<file path="src/rtl/divmod_seq.sv">
// Sequential restoring divider: one quotient bit per clock.
// Signed mode divides magnitudes, then fixes signs in one extra cycle.
module divmod_seq #(
  parameter int WIDTH = 32
) (
  input  logic             clk,
  input  logic             reset,
  input  logic             start,
  input  logic             op,
  input  logic             is_signed,
  input  logic [WIDTH-1:0] a,
  input  logic [WIDTH-1:0] b,
  output logic [WIDTH-1:0] result,
  output logic [WIDTH-1:0] quotient,
  output logic [WIDTH-1:0] remainder,
  output logic             busy,
  output logic             done,
  output logic             div_by_zero
);

  localparam int CW = $clog2(WIDTH + 1);

  typedef enum logic [1:0] {
    IDLE,
    CALC,
    FIX,
    DONE
  } state_t;

  state_t state, state_nx;

  logic [CW-1:0]    cnt;
  logic [WIDTH-1:0] rem, dvd, dvs;
  logic             op_q, sgn_q, qneg_q, aneg_q;
  logic             busy_nx, done_nx;
  logic             a_neg, b_neg, b_zero;
  logic [WIDTH-1:0] a_mag, b_mag;
  logic [WIDTH:0]   shifted, diff;
  logic             fits;
  logic [WIDTH-1:0] q_fix, r_fix;

  always_comb begin
    a_neg   = is_signed & a[WIDTH-1];
    b_neg   = is_signed & b[WIDTH-1];
    a_mag   = a_neg ? -a : a;
    b_mag   = b_neg ? -b : b;
    b_zero  = (b == '0);
    shifted = {rem, dvd[WIDTH-1]};
    diff    = shifted - {1'b0, dvs};
    // rem < dvs keeps diff within WIDTH bits when it fits
    fits    = ~diff[WIDTH];
    q_fix   = (sgn_q && qneg_q) ? -dvd : dvd;
    r_fix   = (sgn_q && aneg_q) ? -rem : rem;
  end

  always_ff @(posedge clk or negedge reset) begin
    if (!reset) state <= IDLE;
    else        state <= state_nx;
  end

  always_comb begin
    state_nx = state;
    unique case (state)
      IDLE: if (start) state_nx = b_zero ? DONE : CALC;
      CALC: if (cnt == CW'(1)) state_nx = FIX;
      FIX:  state_nx = DONE;
      DONE: state_nx = IDLE;
      default: state_nx = IDLE;
    endcase
  end

  always_comb begin
    busy_nx = (state_nx == CALC) || (state_nx == FIX);
    done_nx = (state_nx == DONE);
  end

  always_ff @(posedge clk or negedge reset) begin
    if (!reset) begin
      busy <= 1'b0;
      done <= 1'b0;
    end else begin
      busy <= busy_nx;
      done <= done_nx;
    end
  end

  always_ff @(posedge clk or negedge reset) begin
    if (!reset) begin
      cnt         <= '0;
      rem         <= '0;
      dvd         <= '0;
      dvs         <= '0;
      op_q        <= 1'b0;
      sgn_q       <= 1'b0;
      qneg_q      <= 1'b0;
      aneg_q      <= 1'b0;
      result      <= '0;
      quotient    <= '0;
      remainder   <= '0;
      div_by_zero <= 1'b0;
    end else begin
      unique case (state)
        IDLE: begin
          if (start) begin
            op_q <= op;
            if (b_zero) begin
              quotient    <= '1;
              remainder   <= a;
              result      <= op ? '1 : a;
              div_by_zero <= 1'b1;
            end else begin
              sgn_q  <= is_signed;
              aneg_q <= a_neg;
              qneg_q <= a_neg ^ b_neg;
              dvd    <= a_mag;
              dvs    <= b_mag;
              rem    <= '0;
              cnt    <= CW'(WIDTH);
            end
          end
        end
        CALC: begin
          rem <= fits ? diff[WIDTH-1:0] : shifted[WIDTH-1:0];
          dvd <= {dvd[WIDTH-2:0], fits};
          cnt <= cnt - CW'(1);
        end
        FIX: begin
          quotient    <= q_fix;
          remainder   <= r_fix;
          result      <= op_q ? q_fix : r_fix;
          div_by_zero <= 1'b0;
        end
        DONE: ;
        default: ;
      endcase
    end
  end

endmodule

</file>
<file path="config.mk">
export PLATFORM = sky130hd
export DESIGN_NAME = divmod_seq
export DESIGN_NICKNAME = d
export VERILOG_FILES = /design/src/rtl/divmod_seq.sv
export SDC_FILE = /design/constraint.sdc
export NUM_CORES = 1
export LEC_CHECK = 0
export CORE_MARGIN = 2
export CORE_UTILIZATION = 50
export CTS_BUF_LIST = sky130_fd_sc_hd__clkbuf_8
export CTS_CLUSTER_DIAMETER = 60
export CTS_CLUSTER_SIZE = 16
export DETAILED_ROUTE_END_ITERATION = 6
export MAX_ROUTING_LAYER = met4
export PLACE_DENSITY = 0.75
export REMOVE_ABC_BUFFERS = 1
export SYNTH_ARGS = -nofsm -noshare
export SYNTH_HDL_FRONTEND = slang
export SYNTH_SLANG_ARGS = --single-unit
</file>
<file path="constraint.sdc">
create_clock -name clk -period 3 [get_ports clk]
set_clock_uncertainty 0.2 [all_clocks]
set_input_delay 0.6 -clock clk [delete_from_list [all_inputs] [get_ports clk]]
set_output_delay 0.6 -clock clk [all_outputs]
set_load 0.02 [all_outputs]
</file>
==> impl_metrics.yaml, run 1 <==
global_route:
  grt_max_degree: 104
  antenna_found_initial: 0
  grt_pass1_vias: 13428
  grt_overflow: 0
  grt_util_met1_pct: 37.73
  grt_first_pass_wirelength_um: 67760
  top_usage_layer: "met2"
  grt_util_met2_pct: 50.24
  grt.total_usage_pct: 30.57
  grtUsageMet3_pct: 5.105
sta:
  hold_ws_ps: 232.4
  final_max_slew_viol_count: 0
  setup_viol: 0
  tightest_slew_ps: 740.9
  relSlewSlack_pct: 50.49
  final_hold_viol_count: 0
  fmax_mhz: 335.8
  period_needed_ps: 2978
  rsz0062_at_grt: "true"
  fin_crit_sh_pct: 99.28
clocking:
  cts_buffer_depth: 3
  htree_levels: 1
  cts_tree: "done"
  clkSlewWorstSetupHoldPaths_ps: 100
  clock_latency_ps: 560
  cts_root_buf: "clkbuf_8"
  numCtsBuffers: 20
  clkSinkCount: 207
worst_setup_path:
  crit_path_end: "rem[22]"
  crit_start: "dvs[0]"
  cp-end-kind: "flip-flop"
  worstReg2RegEnd: "rem[22]"
  crit_path_max_fanout: 6
  r2r_setup_slack_ps: 20
  rr_worst_depth: 14
  reg2reg_from: "dvs[0]"
  critPathRequiredTime_ps: 3210
  crit_arrival_ps: 3190
  startpoint_type: "flip-flop"
  path_class: "reg -> reg"
synthesis:
  async_reset_ff_share_pct: 100.0
  ys_types: 72
  synth_seq_cells: 207
  yosysTopAreaCell: "dfrtp_1"
  ys_seq_area_share_pct: 38.70
  syn_inst: 1652
  netlist_top_cells_area: "dfrtp_1, nand2_1, o21ai_0"
  synth_edf_count: 0
  synth_warnings: 0
  synthFlopType: "dfrtp_1"
  yosysTopAreaCellShare_pct: 38.70
  syn_avg_cell_area_um2: 8.103
  syn_area_mm2: 0.01339
layout:
  area_growth_pct: 39.84
  diodes: 0
  drive_gt1_share_pct: 21.52
  final_cell_count_no_fill: 2380
  fin_area_mm2: 0.01872
  mostFrequentLayoutCells: "buf_4, nand2_1, dfrtp_1"
  multi_input_area_mm2: 0.008180
  layout_commonest_cell: "buf_4"
  fillCellCount: 1963
  layout.area.seq_mm2: 0.005180
  nets: 2145
placement:
  port_buffers: 167
  dpl.hpwl_um: 31080
  dp.cells: 2311
  place_area_mm2: 0.01719
  gp_congestion: 0.9594
detailed_routing:
  drt_iter0_markers: 1322
  drc: 0
  ant_nets: 0
  drt-pass1-iter-count: 6
  drt_wl_total_um: 43640
  vias: 13858
  vias_per_cell: 5.823
  wire_per_inst_um: 18.33
die:
  fp.dieH_um: 167.6
  start_util_pct: 51.08
  die-area_mm2: 0.02809
  ios: 168
  coreArea_mm2: 0.02621
  std_cell_rows: 59
  die_x_um: 167.6
pwr:
  p_leak_uw: 0.008189
  power_density_mw_per_mm2: 1174
  ir_worst_vdd_v: 0.0007324
  finalPower_uw: 21980
run:
  cap_violations: 0
worst_hold_path:
  min_path_type: "in -> reg"
  min_path_cells: 4
status:
  outcome: "complete, no violations"
-- routing by layer --
metal | vias up | wire length (µm)
met4 | 0 | 1644
met1 | 6575 | 17790
met5 | - | 0
met3 | 120 | 3084
li1 | 6590 | -
met2 | 573 | 21120
-- worst min-delay path by stage --
stage	from	endpoint
finish	b[0]	dvs[0]
detailed placement	dvs[18]	dvs[18]
CTS	dvs[18]	dvs[18]
floorplan	reset	aneg_q
global route	b[0]	dvs[0]
global placement	dvs[18]	dvs[18]
-- worst max-delay path, cell delays in order (launching register included) --
cell and delay, ps:
dfrtp_1 440, ha_4 190, fa_2 340, nand2b_4 170
a21oi_4 150, o21ai_2 110, nand3_2 110, a21oi_4 80
o21ai_2 140, buf_6 140, buf_12 100, xor2_4 180
buf_8 170, mux2i_2 210, o22ai_1 100
-- through the flow --
stage	util (%)	setup slack, ps	setup TNS [ps]
6_report	71.43	21.68	0
3_3_place_gp	65.61	-1007	-174070
2_1_floorplan	-	-1958	-249050
4_1_cts	68.99	1.919	0
5_1_grt	71.43	-89.44	-856.7
3_5_place_dp	65.61	-1109	-188690
-- sequential cells by signal, summed over array words and instances, names as in the netlist, 2 cells and up --
name,count
quotient,32
result,32
rem,32
dvs,32
cnt,6
dvd,32
state,2
remainder,32
-- cell usage after synthesis (3+ instances only) --
library cell	instances
o22ai_1	5
xor2_1	75
or4_1	11
a32oi_1	6
nor2_1	176
o221ai_1	25
o211ai_1	12
buf_6	5
xnor2_1	74
inv_1	57
nand2_1	241
nand3_1	39
nor4_1	15
nand4_1	7
and2_1	10
o21ai_1	25
dfrtp_1	207
a21o_1	9
nand3b_1	4
o41ai_1	13
a211oi_1	12
o31ai_1	22
clkbuf_1	75
nor2b_1	6
o21a_1	3
mux2i_1	5
a31oi_1	35
nor3_1	24
or3_1	8
buf_1	10
o311ai_0	21
a21oi_1	137
nand2b_1	18
or2_2	3
o21ai_0	154
buf_2	15
and3_1	7
ha_1	39
-- power by group --
part	total [µW]	switching, µW	leakage, µW	internal [µW]
clock network	1870	1100	0.000198	774
logic	14800	7820	0.00561	6990
registers	5300	1150	0.00238	4140
total	22000	10100	0.00819	11900
-- final cells by class --
cell class / instances / share of cell area [%]
clock buffer: 21 / 1.544
clock inverter: 10 / 0.5882
inverter: 57 / 1.143
multi-input combinational: 1281 / 43.70
sequential: 207 / 27.67
tap: 335 / 2.239
timing repair buffer: 469 / 23.11
-- kinds of logic (layout without fill, tap and decap cells) --
group                    count (synthesis)  in the layout  share of synthesized area [%]
multiplexers                             6              6                         0.4580
adder cells (fa/ha/maj)                 40             40                          3.795
buffers and inverters                  164            557                          5.057
AND/OR/NAND/NOR                        589            589                          19.72
flip-flops                             207            207                          38.70
XOR/XNOR                               149            149                          9.749
AO/OA/AOI/OAI                          497            497                          22.52
-- what timing repair did --
action | 4_1_cts | 5_1_grt
hold buffers | 1 | 0
gates cloned | 4 | 3
pin swaps | 27 | 55
endpoints found under the hold margin | 58 | 0
setup buffers | 20 | 11
resized for setup | 78 | 104
endpoints found under the setup margin | 205 | 183
No activity file was read; power rests on OpenSTA's default activity.
==> run 2, diff against run 1 <==
Settings changed: MAX_ROUTING_LAYER met4 to not set, SKIP_LAST_GASP set to 1.
==> impl_metrics.yaml, run 2 (same netlist as run 1, synthesis figures left out) <==
die:
  die_x_um: 167.6
  coreArea_mm2: 0.02621
  die-area_mm2: 0.02809
  fp.dieH_um: 167.6
  std_cell_rows: 59
  start_util_pct: 51.08
  ios: 168
pwr:
  ir_worst_vdd_v: 0.0006078
  p_sw_uw: 10020
  power_density_mw_per_mm2: 1154
  p_clk_share_pct: 9.2
  seq_power_share_pct: 24.2
  p_leak_uw: 0.008251
  cell_internal_pwr_uw: 11790
  swShare_pct: 45.93
  p_comb_share_pct: 66.6
detailed_routing:
  ant_nets: 0
  wire_per_inst_um: 18.85
  vias_per_cell: 5.923
  drt-pass1-iter-count: 6
  drc: 0
  vias: 14145
  drt_iter0_markers: 1383
  drt_wl_total_um: 45020
sta:
  fin_tns_setup_ps: -242.9
  final_hold_viol_count: 0
  fin_crit_sh_pct: 102.1
  final_max_slew_viol_count: 0
  period_needed_ps: 3062
  fmax_mhz: 326.5
  setup_slack_ps: -62.43
  rsz0062_at_grt: "true"
  setup_viol: 9
  relSlewSlack_pct: 50.93
  tightest_slew_ps: 734.3
layout:
  drive_gt1_share_pct: 22.50
  fillCellCount: 2007
  layout_commonest_cell: "buf_4"
  nets: 2150
  diodes: 0
  area_growth_pct: 41.14
  mostFrequentLayoutCells: "buf_4, nand2_1, dfrtp_1"
worst_setup_path:
  r2r_setup_slack_ps: -60
  worstReg2RegEnd: "rem[22]"
  rr_worst_depth: 14
  critical_path.max_stage_delay_ps: 450
  worst-path-buf-inv: 3
  critPathTopFamily: "compound AO/OA/AOI/OAI gates"
  path_cells: "ha_4 -> fa_2 -> nand2b_4 -> a21oi_4 -> o21ai_2 -> nand3_2 -> a21oi_4 -> o21ai_2 -> buf_6 -> buf_12 -> xor2_4 -> buf_6 -> mux2i_1 -> o22ai_1"
  reg2reg_from: "dvs[0]"
  startpoint_type: "flip-flop"
  path_class: "reg -> reg"
  crit_path_max_fanout: 5
  crit_start: "dvs[0]"
  critPathRequiredTime_ps: 3230
  slowest_stage: "dfrtp_2"
  crit_arrival_ps: 3290
  cp-end-kind: "flip-flop"
clocking:
  htree_levels: 1
  cts_root_buf: "clkbuf_8"
  clkSlewWorstSetupHoldPaths_ps: 100
  clkSinkCount: 207
  cts_buffer_depth: 3
  cts_tree: "done"
  clock_latency_ps: 570
  numCtsBuffers: 20
global_route:
  grt_first_pass_wirelength_um: 69380
  grt.total_usage_pct: 30.15
  antenna_found_initial: 0
  grt_max_degree: 104
  grt_pass1_vias: 13568
  grt_overflow: 0
status:
  violations: "setup timing"
  outcome: "finished, violations left"
worst_hold_path:
  min_path_type: "in -> reg"
  min_path_cells: 4
  worstHoldStart: "b[17]"
  hold_end: "dvs[17]"
placement:
  gp_congestion: 0.9576
  pre_cts_ws_ps: -1026
  dpl.hpwl_um: 31350
  port_buffers: 167
run:
  cap_violations: 0
[run 2: repair_timing]
action,4_1_cts,5_1_grt
endpoints found under the setup margin,199,154
gates cloned,5,9
resized for setup,68,120
pin swaps,33,71
hold buffers,1,0
buffers inserted,18,13
endpoints found under the hold margin,68,0
[run 2: how the worst max path moves through the flow]
stage                     slack [ps]  cells after the start            to
after detailed placement       -1030                     12  remainder[1]
after CTS                        -40                     13       rem[23]
after global routing            -160                     14       rem[22]
final                            -60                     14       rem[22]
after global placement          -990                     11  remainder[1]
after floorplan                -1960                     11       dvs[31]
[run 2: metal layers]
| layer | routed length [µm] | vias to the layer above | GRT usage, % |
|---|---|---|---|
| met4 | 1800 | 0 | 10.47 |
| met1 | 18120 | 6678 | 39.68 |
| met2 | 21630 | 719 | 51.47 |
| li1 | - | 6621 | - |
| met3 | 3477 | 127 | 3.853 |
| met5 | 0 | - | 0 |
[run 2: stage by stage]
| step | instance area (µm²) | total power, µW | hold WS (ps) | std cells | utilization [%] |
|---|---|---|---|---|---|
| after floorplan | 12920 | 12190 | 104.4 | 1545 | - |
| after global placement | 17200 | 17430 | 260.8 | 2313 | 65.62 |
| after detailed placement | 17200 | 17790 | 270.4 | 2313 | 65.62 |
| after CTS | 18120 | 20490 | 291.2 | 2371 | 69.16 |
| after global routing | 18890 | 23250 | 296.9 | 2388 | 72.09 |
| final | 18890 | 21810 | 285.6 | 2388 | 72.09 |
[run 2: final cells by class]
class | instances | area, µm² | share of cell area (%)
multi-input combinational | 1284 | 8248 | 43.66
sequential | 207 | 5182 | 27.43
timing repair buffer | 471 | 4378 | 23.17
tap | 335 | 419.2 | 2.219
clock buffer | 23 | 316.6 | 1.676
inverter | 57 | 214.0 | 1.133
clock inverter | 11 | 133.9 | 0.7087
[run 2: power by group through the flow]
| stage | logic, µW | clock network [µW] | registers, µW |
|---|---|---|---|
| after floorplan | 6260 | 0 | 5930 |
| after global placement | 12300 | 0 | 5180 |
| after detailed placement | 12600 | 0 | 5210 |
| after CTS | 13300 | 2030 | 5200 |
| after global routing | 15700 | 2130 | 5420 |
| final | 14500 | 2010 | 5280 |
[run 2: tightest hold or removal path: cells and delay by family]
| kind | cells | cell delay [ps] |
|---|---|---|
| buffers and inverters | 2 | 220 |
| AOI/OAI and AO/OA | 1 | 130 |
| xor gates and xnor gates | 1 | 50 |
